`src/rtl/nic_pkg.sv`:
```
// Shared types and helpers for the NIC per-VC receive buffer.
package nic_pkg;

  typedef enum logic [1:0] {
    EMPTY    = 2'd0,
    VACANT   = 2'd1,
    FULL     = 2'd2,
    OVERFULL = 2'd3
  } buffer_state_t;

  localparam int unsigned DEF_FLIT_WIDTH = 32;

  function automatic int unsigned rr_next(input int unsigned ptr, input int unsigned num_vc);
    return (ptr + 32'd1 >= num_vc) ? 32'd0 : ptr + 32'd1;
  endfunction

endpackage

```
`src/rtl/nic_vc_fifo.sv`:
```
// Single-VC first-word fall-through FIFO with wrap-bit pointers and sticky overflow flag.
module nic_vc_fifo
  import nic_pkg::*;
#(
  parameter int unsigned FLIT_WIDTH = DEF_FLIT_WIDTH,
  parameter int unsigned DEPTH      = 8,
  localparam int unsigned AW        = $clog2(DEPTH),
  localparam int unsigned CW        = AW + 1
) (
  input  logic                  clk,
  input  logic                  rst_n,
  input  logic                  i_push_req,
  input  logic [FLIT_WIDTH-1:0] i_data,
  input  logic                  i_pop,
  input  logic                  i_ovf_clear,
  output logic [FLIT_WIDTH-1:0] o_head,
  output logic [CW-1:0]         o_count_next,
  output logic                  o_full,
  output logic                  o_empty,
  output logic                  o_ovf,
  output logic                  o_ovf_next
);

  logic [FLIT_WIDTH-1:0] r_mem [DEPTH];
  logic [CW-1:0]         r_wr_ptr;
  logic [CW-1:0]         r_rd_ptr;
  logic                  r_ovf;
  logic [CW-1:0]         w_count;
  logic                  w_push;
  logic                  w_drop;

  assign w_count      = r_wr_ptr - r_rd_ptr;
  assign o_full       = (w_count == CW'(DEPTH));
  assign o_empty      = (w_count == '0);
  // Acceptance looks only at the current count, so a same-cycle pop never frees a slot.
  assign w_push       = i_push_req && !o_full;
  assign w_drop       = i_push_req && o_full;
  assign o_head       = r_mem[r_rd_ptr[AW-1:0]];
  assign o_count_next = w_count + CW'(w_push) - CW'(i_pop);
  assign o_ovf_next   = w_drop | (r_ovf & ~i_ovf_clear);
  assign o_ovf        = r_ovf;

  always_ff @(posedge clk or negedge rst_n) begin
    if (!rst_n) begin
      r_wr_ptr <= '0;
      r_rd_ptr <= '0;
      r_ovf    <= 1'b0;
    end else begin
      if (w_push) r_wr_ptr <= r_wr_ptr + CW'(1);
      if (i_pop)  r_rd_ptr <= r_rd_ptr + CW'(1);
      r_ovf <= o_ovf_next;
    end
  end

  always_ff @(posedge clk) begin
    if (w_push) r_mem[r_wr_ptr[AW-1:0]] <= i_data;
  end

endmodule

```
`src/rtl/nic_vc_rx_buffer.sv`:
```
// NIC receive buffer: NUM_VC per-VC FIFOs behind a round-robin host arbiter.
// Define NIC_CREDIT_RETURN_EN to add credit_ret / credit_cnt outputs.
module nic_vc_rx_buffer
  import nic_pkg::*;
#(
  parameter int unsigned FLIT_WIDTH = DEF_FLIT_WIDTH,
  parameter int unsigned DEPTH      = 8,
  parameter int unsigned NUM_VC     = 4,
  localparam int unsigned VC_W      = (NUM_VC > 1) ? $clog2(NUM_VC) : 1,
  localparam int unsigned CW        = $clog2(DEPTH) + 1
) (
  input  logic                  clk,
  input  logic                  rst_n,
  input  logic [FLIT_WIDTH-1:0] in_flit,
  input  logic [VC_W-1:0]       in_vc,
  input  logic                  in_valid,
  output logic [NUM_VC-1:0]     in_ready,
  output logic [FLIT_WIDTH-1:0] out_flit,
  output logic [VC_W-1:0]       out_vc,
  output logic                  out_valid,
  input  logic                  out_ready,
  output logic [2*NUM_VC-1:0]   vc_state,
  output logic [NUM_VC-1:0]     ovf_flag,
  input  logic [NUM_VC-1:0]     ovf_clear
`ifdef NIC_CREDIT_RETURN_EN
  ,
  output logic [NUM_VC-1:0]     credit_ret,
  output logic [NUM_VC*CW-1:0]  credit_cnt
`endif
);

  logic [FLIT_WIDTH-1:0] w_head       [NUM_VC];
  logic [CW-1:0]         w_count_next [NUM_VC];
  logic [NUM_VC-1:0]     w_full;
  logic [NUM_VC-1:0]     w_empty;
  logic [NUM_VC-1:0]     w_ovf;
  logic [NUM_VC-1:0]     w_ovf_next;
  logic [NUM_VC-1:0]     w_push_req;
  logic [NUM_VC-1:0]     w_pop;
  logic [VC_W-1:0]       w_scan_idx;
  logic [VC_W-1:0]       w_sel_vc;
  logic [VC_W-1:0]       w_grant_vc;
  logic                  w_any;
  logic                  w_fire;
  logic [2*NUM_VC-1:0]   w_vc_state_d;
  logic [VC_W-1:0]       r_rr_ptr;
  logic [VC_W-1:0]       r_hold_vc;
  logic                  r_hold;
  logic [2*NUM_VC-1:0]   r_vc_state;

  for (genvar g = 0; g < NUM_VC; g++) begin : g_vc
    // Out-of-range VC ids match no lane and are silently ignored.
    assign w_push_req[g] = in_valid && (in_vc == VC_W'(g));
    assign w_pop[g]      = w_fire && (w_grant_vc == VC_W'(g));

    nic_vc_fifo #(
      .FLIT_WIDTH (FLIT_WIDTH),
      .DEPTH      (DEPTH)
    ) u_fifo (
      .clk          (clk),
      .rst_n        (rst_n),
      .i_push_req   (w_push_req[g]),
      .i_data       (in_flit),
      .i_pop        (w_pop[g]),
      .i_ovf_clear  (ovf_clear[g]),
      .o_head       (w_head[g]),
      .o_count_next (w_count_next[g]),
      .o_full       (w_full[g]),
      .o_empty      (w_empty[g]),
      .o_ovf        (w_ovf[g]),
      .o_ovf_next   (w_ovf_next[g])
    );
  end

  always_comb begin
    w_sel_vc   = '0;
    w_any      = 1'b0;
    w_scan_idx = '0;
    for (int unsigned i = 0; i < NUM_VC; i++) begin
      w_scan_idx = VC_W'((32'(r_rr_ptr) + i) % NUM_VC);
      if (!w_any && !w_empty[w_scan_idx]) begin
        w_any    = 1'b1;
        w_sel_vc = w_scan_idx;
      end
    end
  end

  // A stalled offer keeps its grant so out_vc/out_flit stay stable until accepted.
  assign w_grant_vc = r_hold ? r_hold_vc : w_sel_vc;
  assign out_valid  = r_hold | w_any;
  assign w_fire     = out_valid && out_ready;
  assign out_vc     = out_valid ? w_grant_vc : '0;
  assign out_flit   = out_valid ? w_head[w_grant_vc] : '0;
  assign in_ready   = ~w_full;
  assign ovf_flag   = w_ovf;
  assign vc_state   = r_vc_state;

  always_comb begin
    w_vc_state_d = '0;
    for (int v = 0; v < NUM_VC; v++) begin
      if (w_ovf_next[v])                        w_vc_state_d[2*v +: 2] = OVERFULL;
      else if (w_count_next[v] == '0)           w_vc_state_d[2*v +: 2] = EMPTY;
      else if (w_count_next[v] == CW'(DEPTH))   w_vc_state_d[2*v +: 2] = FULL;
      else                                      w_vc_state_d[2*v +: 2] = VACANT;
    end
  end

  always_ff @(posedge clk or negedge rst_n) begin
    if (!rst_n) begin
      r_rr_ptr   <= '0;
      r_hold     <= 1'b0;
      r_hold_vc  <= '0;
      r_vc_state <= '0;
    end else begin
      r_hold     <= out_valid && !out_ready;
      r_hold_vc  <= w_grant_vc;
      r_vc_state <= w_vc_state_d;
      if (w_fire) r_rr_ptr <= VC_W'(rr_next(32'(w_grant_vc), NUM_VC));
    end
  end

`ifdef NIC_CREDIT_RETURN_EN
  logic [NUM_VC-1:0]    r_credit_ret;
  logic [NUM_VC*CW-1:0] r_credit_cnt;

  always_ff @(posedge clk or negedge rst_n) begin
    if (!rst_n) begin
      r_credit_ret <= '0;
      r_credit_cnt <= {NUM_VC{CW'(DEPTH)}};
    end else begin
      r_credit_ret <= w_pop;
      for (int v = 0; v < NUM_VC; v++) begin
        r_credit_cnt[v*CW +: CW] <= CW'(DEPTH) - w_count_next[v];
      end
    end
  end

  assign credit_ret = r_credit_ret;
  assign credit_cnt = r_credit_cnt;
`endif

endmodule
```
`config.mk`:
```
export PLATFORM = sky130hd
export DESIGN_NAME = nic_vc_rx_buffer
export DESIGN_NICKNAME = d
export VERILOG_FILES = /design/src/rtl/nic_pkg.sv /design/src/rtl/nic_vc_fifo.sv /design/src/rtl/nic_vc_rx_buffer.sv
export SDC_FILE = /design/constraint.sdc
export NUM_CORES = 1
export LEC_CHECK = 0
export ABC_AREA = 1
export ABC_CLOCK_PERIOD_IN_PS = 5300
export CORE_ASPECT_RATIO = 1.2
export CORE_UTILIZATION = 56
export DETAILED_ROUTE_END_ITERATION = 6
export HOLD_SLACK_MARGIN = 0.03
export PLACE_DENSITY = 0.87
export SETUP_SLACK_MARGIN = 0.05
export SLEW_MARGIN = 20
export SYNTH_ARGS = -nofsm -noshare
export SYNTH_HDL_FRONTEND = slang
export SYNTH_SLANG_ARGS = --single-unit
```
`constraint.sdc`:
```
create_clock -name clk -period 5.3 [get_ports clk]
set_input_delay 0.53 -clock clk [delete_from_list [all_inputs] [get_ports clk]]
set_output_delay 0.53 -clock clk [all_outputs]
set_load 0.01 [all_outputs]
```
# Yosys cells after proc, flatten, opt, wreduce, memory -nomap -nowiden
# Memories as Yosys holds them, arrays and structs flattened.
# Cells that the tools add are included.
# op_classes
bitwise_logic	15
addsub	24
n_lt_le_gt_ge	6
n_eq_ne	14
muxes	43
reduce_logical	41
# op_table
op	n
32-bit two-way mux	3
32-bit binary-select mux with 2-bit select	1
2-bit two-way mux	19
4-bit by 1-bit adder with 4-bit output (second input constant)	8
4-bit equality test (second input constant)	8
4-bit zero test	8
1-bit logical AND	21
4-bit by 1-bit adder with 4-bit output	4
1-bit two-way mux	16
4-bit by 1-bit subtractor with 4-bit output	4
4-bit subtractor	4
2-bit by 3-bit less-than comparator with 1-bit output (second input constant)	4
1-bit zero test	10
1-bit binary-select mux with 2-bit select	4
2-bit equality test (second input constant)	4
3-bit >= comparator (second input constant)	2
1-bit bitwise OR	5
2-bit adder (second input constant)	2
1-bit bitwise AND	4
2-bit by 1-bit equality test with 1-bit output (second input constant)	2
2-bit zero test	2
1-bit inverter	4
4-bit inverter	1
2-bit by 1-bit adder with 3-bit output (second input constant)	1
other kinds (2)	2
# word_totals
wordCells	163
mem_bits_rw	1024
inputBits	42
output_inout_bits	51
mem_count	4
ff_bits	49
# mem_list
name	words	width	read_ports	rd_ports_with_merged_regs	write_ports	line_no	rtl
g_vc[0].u_fifo.r_mem	8	32	1	0	1	nic_vc_fifo.sv:24	logic [FLIT_WIDTH-1:0] r_mem [DEPTH];
g_vc[1].u_fifo.r_mem	8	32	1	0	1	nic_vc_fifo.sv:24	
g_vc[2].u_fifo.r_mem	8	32	1	0	1	nic_vc_fifo.sv:24	
g_vc[3].u_fifo.r_mem	8	32	1	0	1	nic_vc_fifo.sv:24	

# Depth between registers and ports, before layout
# logic_depth
depth_word	21
ltp_mapped	33
depth_no_buf	30

# Hierarchy
# From an unflattened synthesis, not the netlist that was laid out.
# hier_totals
cells_unflattened	5226
hier_area_um2	49831.5
# modules_own_cells
module	cells_per_inst	area_per_inst_um2	seq_area_each_um2	instances
nic_vc_fifo (g_vc[0].u_fifo ...)	1199	11908.9	7912.6	2
nic_vc_fifo (g_vc[1].u_fifo)	1201	11927.7	7912.6	1
nic_vc_fifo (g_vc[3].u_fifo)	1201	11912.7	7912.6	1
nic_vc_rx_buffer	426	2173.3	325.3	1

# Least setup slack after synthesis
# OpenSTA, ideal clock, no wires.
# synth_timing
kind	register to register
start	register g_vc[1].u_fifo.r_rd_ptr[2]
end	memory g_vc[1].u_fifo.r_mem[2][0] (netlist bit) (enable)
n_path_buf	2
slack_ns	0.266
synth_period_minus_slack_ns	5.034
setup_ns	0.461
path_stages_with_launch	15
arrival_ns	4.572
required_time_ns	4.839
cell_sequence	dfrtp_1 > clkbuf_1 > clkinv_1 > clkbuf_1 > ha_1 > a21oi_1 > nand2_1 > xnor2_1 > inv_1 > ha_1 > nand3_1 > nand2_1 > inv_1 > nand2_1 > nor3_1
# synth_via
elab_chain_cells	6
# synth_rtl
item	line_no	rtl
from (decl)	nic_vc_fifo.sv:26	logic [CW-1:0] r_rd_ptr;
from (signal assigned)	nic_vc_fifo.sv:50	if (i_pop) r_rd_ptr <= r_rd_ptr + CW'(1);
4-bit subtractor	nic_vc_fifo.sv:32	assign w_count = r_wr_ptr - r_rd_ptr;
4-bit equality test	nic_vc_fifo.sv:33	assign o_full = (w_count == CW'(DEPTH));
1-bit zero test	nic_vc_fifo.sv:36	assign w_push = i_push_req && !o_full;
1-bit logical AND	nic_vc_fifo.sv:36	
named net g_vc[1].u_fifo.w_push	nic_vc_fifo.sv:29	logic w_push;
1-bit two-way mux	nic_vc_fifo.sv:56	if (w_push) r_mem[r_wr_ptr[AW-1:0]] <= i_data;
1-bit two-way mux (not written as such)	nic_vc_fifo.sv:56	
to (decl)	nic_vc_fifo.sv:24	
# The timed path passes the listed nets, and every way through them passes these cells.

# Final worst setup path
# layout_timing
start	register g_vc[2].u_fifo.r_wr_ptr[0]
end	output port out_flit[9]
# layout_via
elab_chain_cells	19
elab_cells_between_ends	33
cone_classes	add/sub: 1; mux: 21; bitwise: 2; reduce/logical: 9
# layout_rtl
item	line_no	rtl
from (decl)	nic_vc_fifo.sv:25	logic [CW-1:0] r_wr_ptr;
from (signal assigned)	nic_vc_fifo.sv:49	if (w_push) r_wr_ptr <= r_wr_ptr + CW'(1);
4-bit subtractor *	nic_vc_fifo.sv:32	
4-bit zero test *	nic_vc_fifo.sv:34	assign o_empty = (w_count == '0);
1-bit binary-select mux with 2-bit select	nic_vc_rx_buffer.sv:81	if (!w_any && !w_empty[w_scan_idx]) begin
1-bit two-way mux (not written as such)	nic_vc_rx_buffer.sv:81	
1-bit zero test	nic_vc_rx_buffer.sv:81	
1-bit logical AND	nic_vc_rx_buffer.sv:81	
1-bit two-way mux	nic_vc_rx_buffer.sv:81	
1-bit zero test	nic_vc_rx_buffer.sv:81	
(+2 left out)	-	
1-bit zero test	nic_vc_rx_buffer.sv:81	
1-bit logical AND	nic_vc_rx_buffer.sv:81	
2-bit two-way mux	nic_vc_rx_buffer.sv:81	
2-bit two-way mux	nic_vc_rx_buffer.sv:89	assign w_grant_vc = r_hold ? r_hold_vc : w_sel_vc;
2-bit inverter with 3-bit output (not written as such)	nic_vc_rx_buffer.sv:93	assign out_flit = out_valid ? w_head[w_grant_vc] : '0;
32-bit binary-select mux with 2-bit select	nic_vc_rx_buffer.sv:93	
32-bit two-way mux (not written as such) (2 in a row)	nic_vc_rx_buffer.sv:93	
32-bit two-way mux *	nic_vc_rx_buffer.sv:93	
to (decl)	nic_vc_rx_buffer.sv:18	output logic [FLIT_WIDTH-1:0] out_flit,
# Mark *: on every way between the ends. The rest lies on a longest branch, timed or not. The select of a mux whose other input is x is not followed.

==> results_dict.tcl <==
set metrics [dict create \
    clkSinkCount 1073 \
    synth-xor-area-share_pct 0.637 \
    path_class "flop to output port" \
    netlist_area_um2 44000 \
    cts.clk_slew.worst_paths_ns 0.06 \
    start_util_pct 56.5 \
    tightest_slew_ns 1.05 \
    synthMuxAreaShare_pct 0 \
    n_antenna_cell 0 \
    finClkSkew_ns 0.0305 \
    yosys_register_bits 1073 \
    die_w_um 258 \
    cap_violations 0 \
    rr_startpoint "g_vc[2].u_fifo.r_wr_ptr[0]" \
    max_freq_ghz 0.195 \
    multi_input_comb_area_um2 10800 \
    critPathCaptureType "output port" \
    io-pin-count 93 \
    drive_gt1_share_pct 9.60 \
    grt_max_degree 130 \
    die_area_um2 79700 \
    cts_buffers 94 \
    cts_max_level 3 \
    rows 112 \
    grt.overflow.total 0 \
    violations "DRC" \
    highest_layer "met5" \
    period_share_pct 96.9 \
    grt_usage_pct 30.5 \
    insertion_delay_ns 0.66 \
    met2_length_um 57600 \
    final_common_cell "edfxtp_1" \
    finalCriticalPeriod_ns 5.14 \
    drt_iter0_drc 4779 \
    ctsHoldBuffers 0 \
    synth_simple_gate_area_share_pct 9.26 \
    synthAdderAreaFrac_pct 1.73 \
    synth.area.top_cells "edfxtp_1, o21ai_0, nor2_1" \
    postSynthAreaPerCell_um2 12.6 \
    drc 25 \
    fin_cells 4673 \
    wirelength_met1_um 40200 \
    syn_nets 3593 \
    fill_cells 5215 \
    netlist_instances 3495 \
    final_cell_mix "edfxtp_1, o21ai_0, nor2_1, nand2_1, o221ai_1" \
    rsz0062_at_grt "false" \
    syn2layout_area_growth_pct 13.0 \
    startpoint "g_vc[2].u_fifo.r_wr_ptr[0]" \
    synth_edf_count 1024 \
    worstPathRequired_ns 4.77 \
    fin_tns_setup_ns 0 \
    hp-class "input port to asynchronous set/reset pin" \
    vias 30200 \
    yosysUniqueCellTypes 35 \
    postRouteAntennaNets 0 \
    cp_max_fo 37 \
    finalWirelength_um 123000 \
    synth_top_cell_area_share_pct 69.9 \
    fin_hold_ws_ns 0.00145 \
    regArea_um2 32000 \
    setup_viol 0 \
    dr_wl_met3_um 16500 \
    portBuffers 92 \
    placedCellCount 4492 \
    vias_per_cell 6.47 \
    cts_root_buf "clkbuf_16" \
    firstDrtPassIters 7 \
    grt_pass1_wl_um 179000 \
    async_reset_ff_share_pct 4.57 \
    core-area_um2 77800 \
    clockBufferDepth 3 \
    critPathArrivalTime_ns 4.61 \
    cts_tree "done" \
    dpl.hpwl_um 69800 \
    p_per_area_nw_per_um2 601 \
    antenna_found_initial 7 \
    slew_headroom_pct 30.2 \
    ys.flop_type "edfxtp_1" \
    synth_compound_area_share_pct 12.2 \
    grt_pass1_vias 29500 \
    peakVddDrop_uv 399 \
    ys_warn_count 0 \
    drv_slew 0 \
    synth_top_area_cell "edfxtp_1" \
    nets 3671 \
    hold_viol_final 0 \
    r2r_slack_ns 0.38 \
    routabilityCongestion 0.987 \
    synth_top_family_by_area "compound AO/OA/AOI/OAI gates" \
    outcome "complete, but fails checks" \
    cp-start-kind "flop" \
    die_h_um 309 \
    seq_area_frac_synth_pct 72.7 \
    power_leakage_nw 16.8 \
    wl_per_cell_um 26.4 \
]
[critical path: stages, from the launching register on]
cell             delay, ns
dfrtp_1               0.41
inv_1                 0.09
ha_1                  0.14
inv_1                 0.06
fa_1                  0.40
xnor2_2               0.22
ha_2                  0.27
nand3_1               0.13
nand2_1               0.12
nand3_1               0.10
nand2_1               0.16
nand3_2               0.13
nor2_4                0.20
nor2_4                0.06
nand2_4               0.10
buf_12                0.22
nand2_1               0.08
a21oi_1               0.38
nor2_1                0.16
clkdlybuf4s50_1       0.52
[where the power goes]
part           internal (W)  switching (W)  total, W
Sequential          0.00982       0.000230    0.0100
Combinational       0.00398        0.00900    0.0130
Clock               0.00382        0.00303   0.00684
[Yosys cell counts, types with 12 or more instances]
cell type,n
dfrtp_1,49
buf_2,24
ha_1,48
nand2_1,222
a21oi_1,43
xor2_1,20
o22ai_1,32
nor2_1,650
buf_1,16
xnor2_1,12
o21ai_0,689
clkbuf_1,171
clkinv_1,26
inv_1,112
o221ai_1,160
nand3_1,128
buf_4,14
edfxtp_1,1024
[registers in the layout, indices dropped and copies added, names as in the netlist]
| signal | flops |
|---|---|
| vc_state | 8 |
| r_rr_ptr | 2 |
| g_vc.u_fifo.o_ovf | 4 |
| g_vc.u_fifo.r_rd_ptr | 16 |
| g_vc.u_fifo.r_mem | 1024 |
| r_hold_vc | 2 |
| r_hold | 1 |
| g_vc.u_fifo.r_wr_ptr | 16 |
[cell families after synthesis]
group,count (synthesis)
xor gates and xnor gates,32
buffers and inverters,375
DFF,1073
and+or+nand+nor,1023
adders and majority gates,56
AOI/OAI and AO/OA,936
[final timing paths]
path	endpoint	depth (start not counted)
worst min register to register	g_vc[0].u_fifo.r_wr_ptr[3]	1
worst min-delay path	g_vc[1].u_fifo.o_ovf	2
worst max-delay path	out_flit[9]	19
min in group clk	g_vc[0].u_fifo.r_wr_ptr[3]	1
max in group asynchronous	g_vc[3].u_fifo.r_rd_ptr[0]	2
worst max register to register	vc_state[7]	28
[final cells by class]
| cell class | instances | share of cell area (%) |
|---|---|---|
| Timing Repair Buffer | 212 | 4.05 |
| Clock inverter | 55 | 1.08 |
| Tap cell | 1026 | 2.58 |
| Sequential cell | 1073 | 64.4 |
| Inverter | 145 | 1.13 |
| Multi-Input combinational cell | 2047 | 21.7 |
| Clock buffer | 115 | 5.06 |
[per-stage QoR]
step / setup WS, ns / total power, W / area [um^2] / util, %
final: 0.162 / 0.0299 / 49700 / 63.9
after global routing: 0.0627 / 0.0310 / 49700 / 63.9
after CTS: 0.0524 / 0.0292 / 49400 / 63.6
after floorplan: 0.266 / 0.0174 / 44000 / -
after detailed placement: 0.392 / 0.0223 / 46400 / 59.6
after global placement: 0.480 / 0.0219 / 46300 / 59.5
[per-layer routing]
layer | global-route usage (%) | vias up
met1 | 37.1 | 14600
met2 | 48.0 | 2288
met4 | 21.7 | 4
met5 | 0 | -
met3 | 7.31 | 461
li1 | - | 12900
[timing repair]
action                                  in CTS  in global routing
pin swaps                                    0                  3
gates resized for setup                      7                 27
buffers inserted                             0                  8
endpoints found under the setup margin      25                 35
cloned                                       0                  1
No activity file was read; power rests on OpenSTA's default activity.
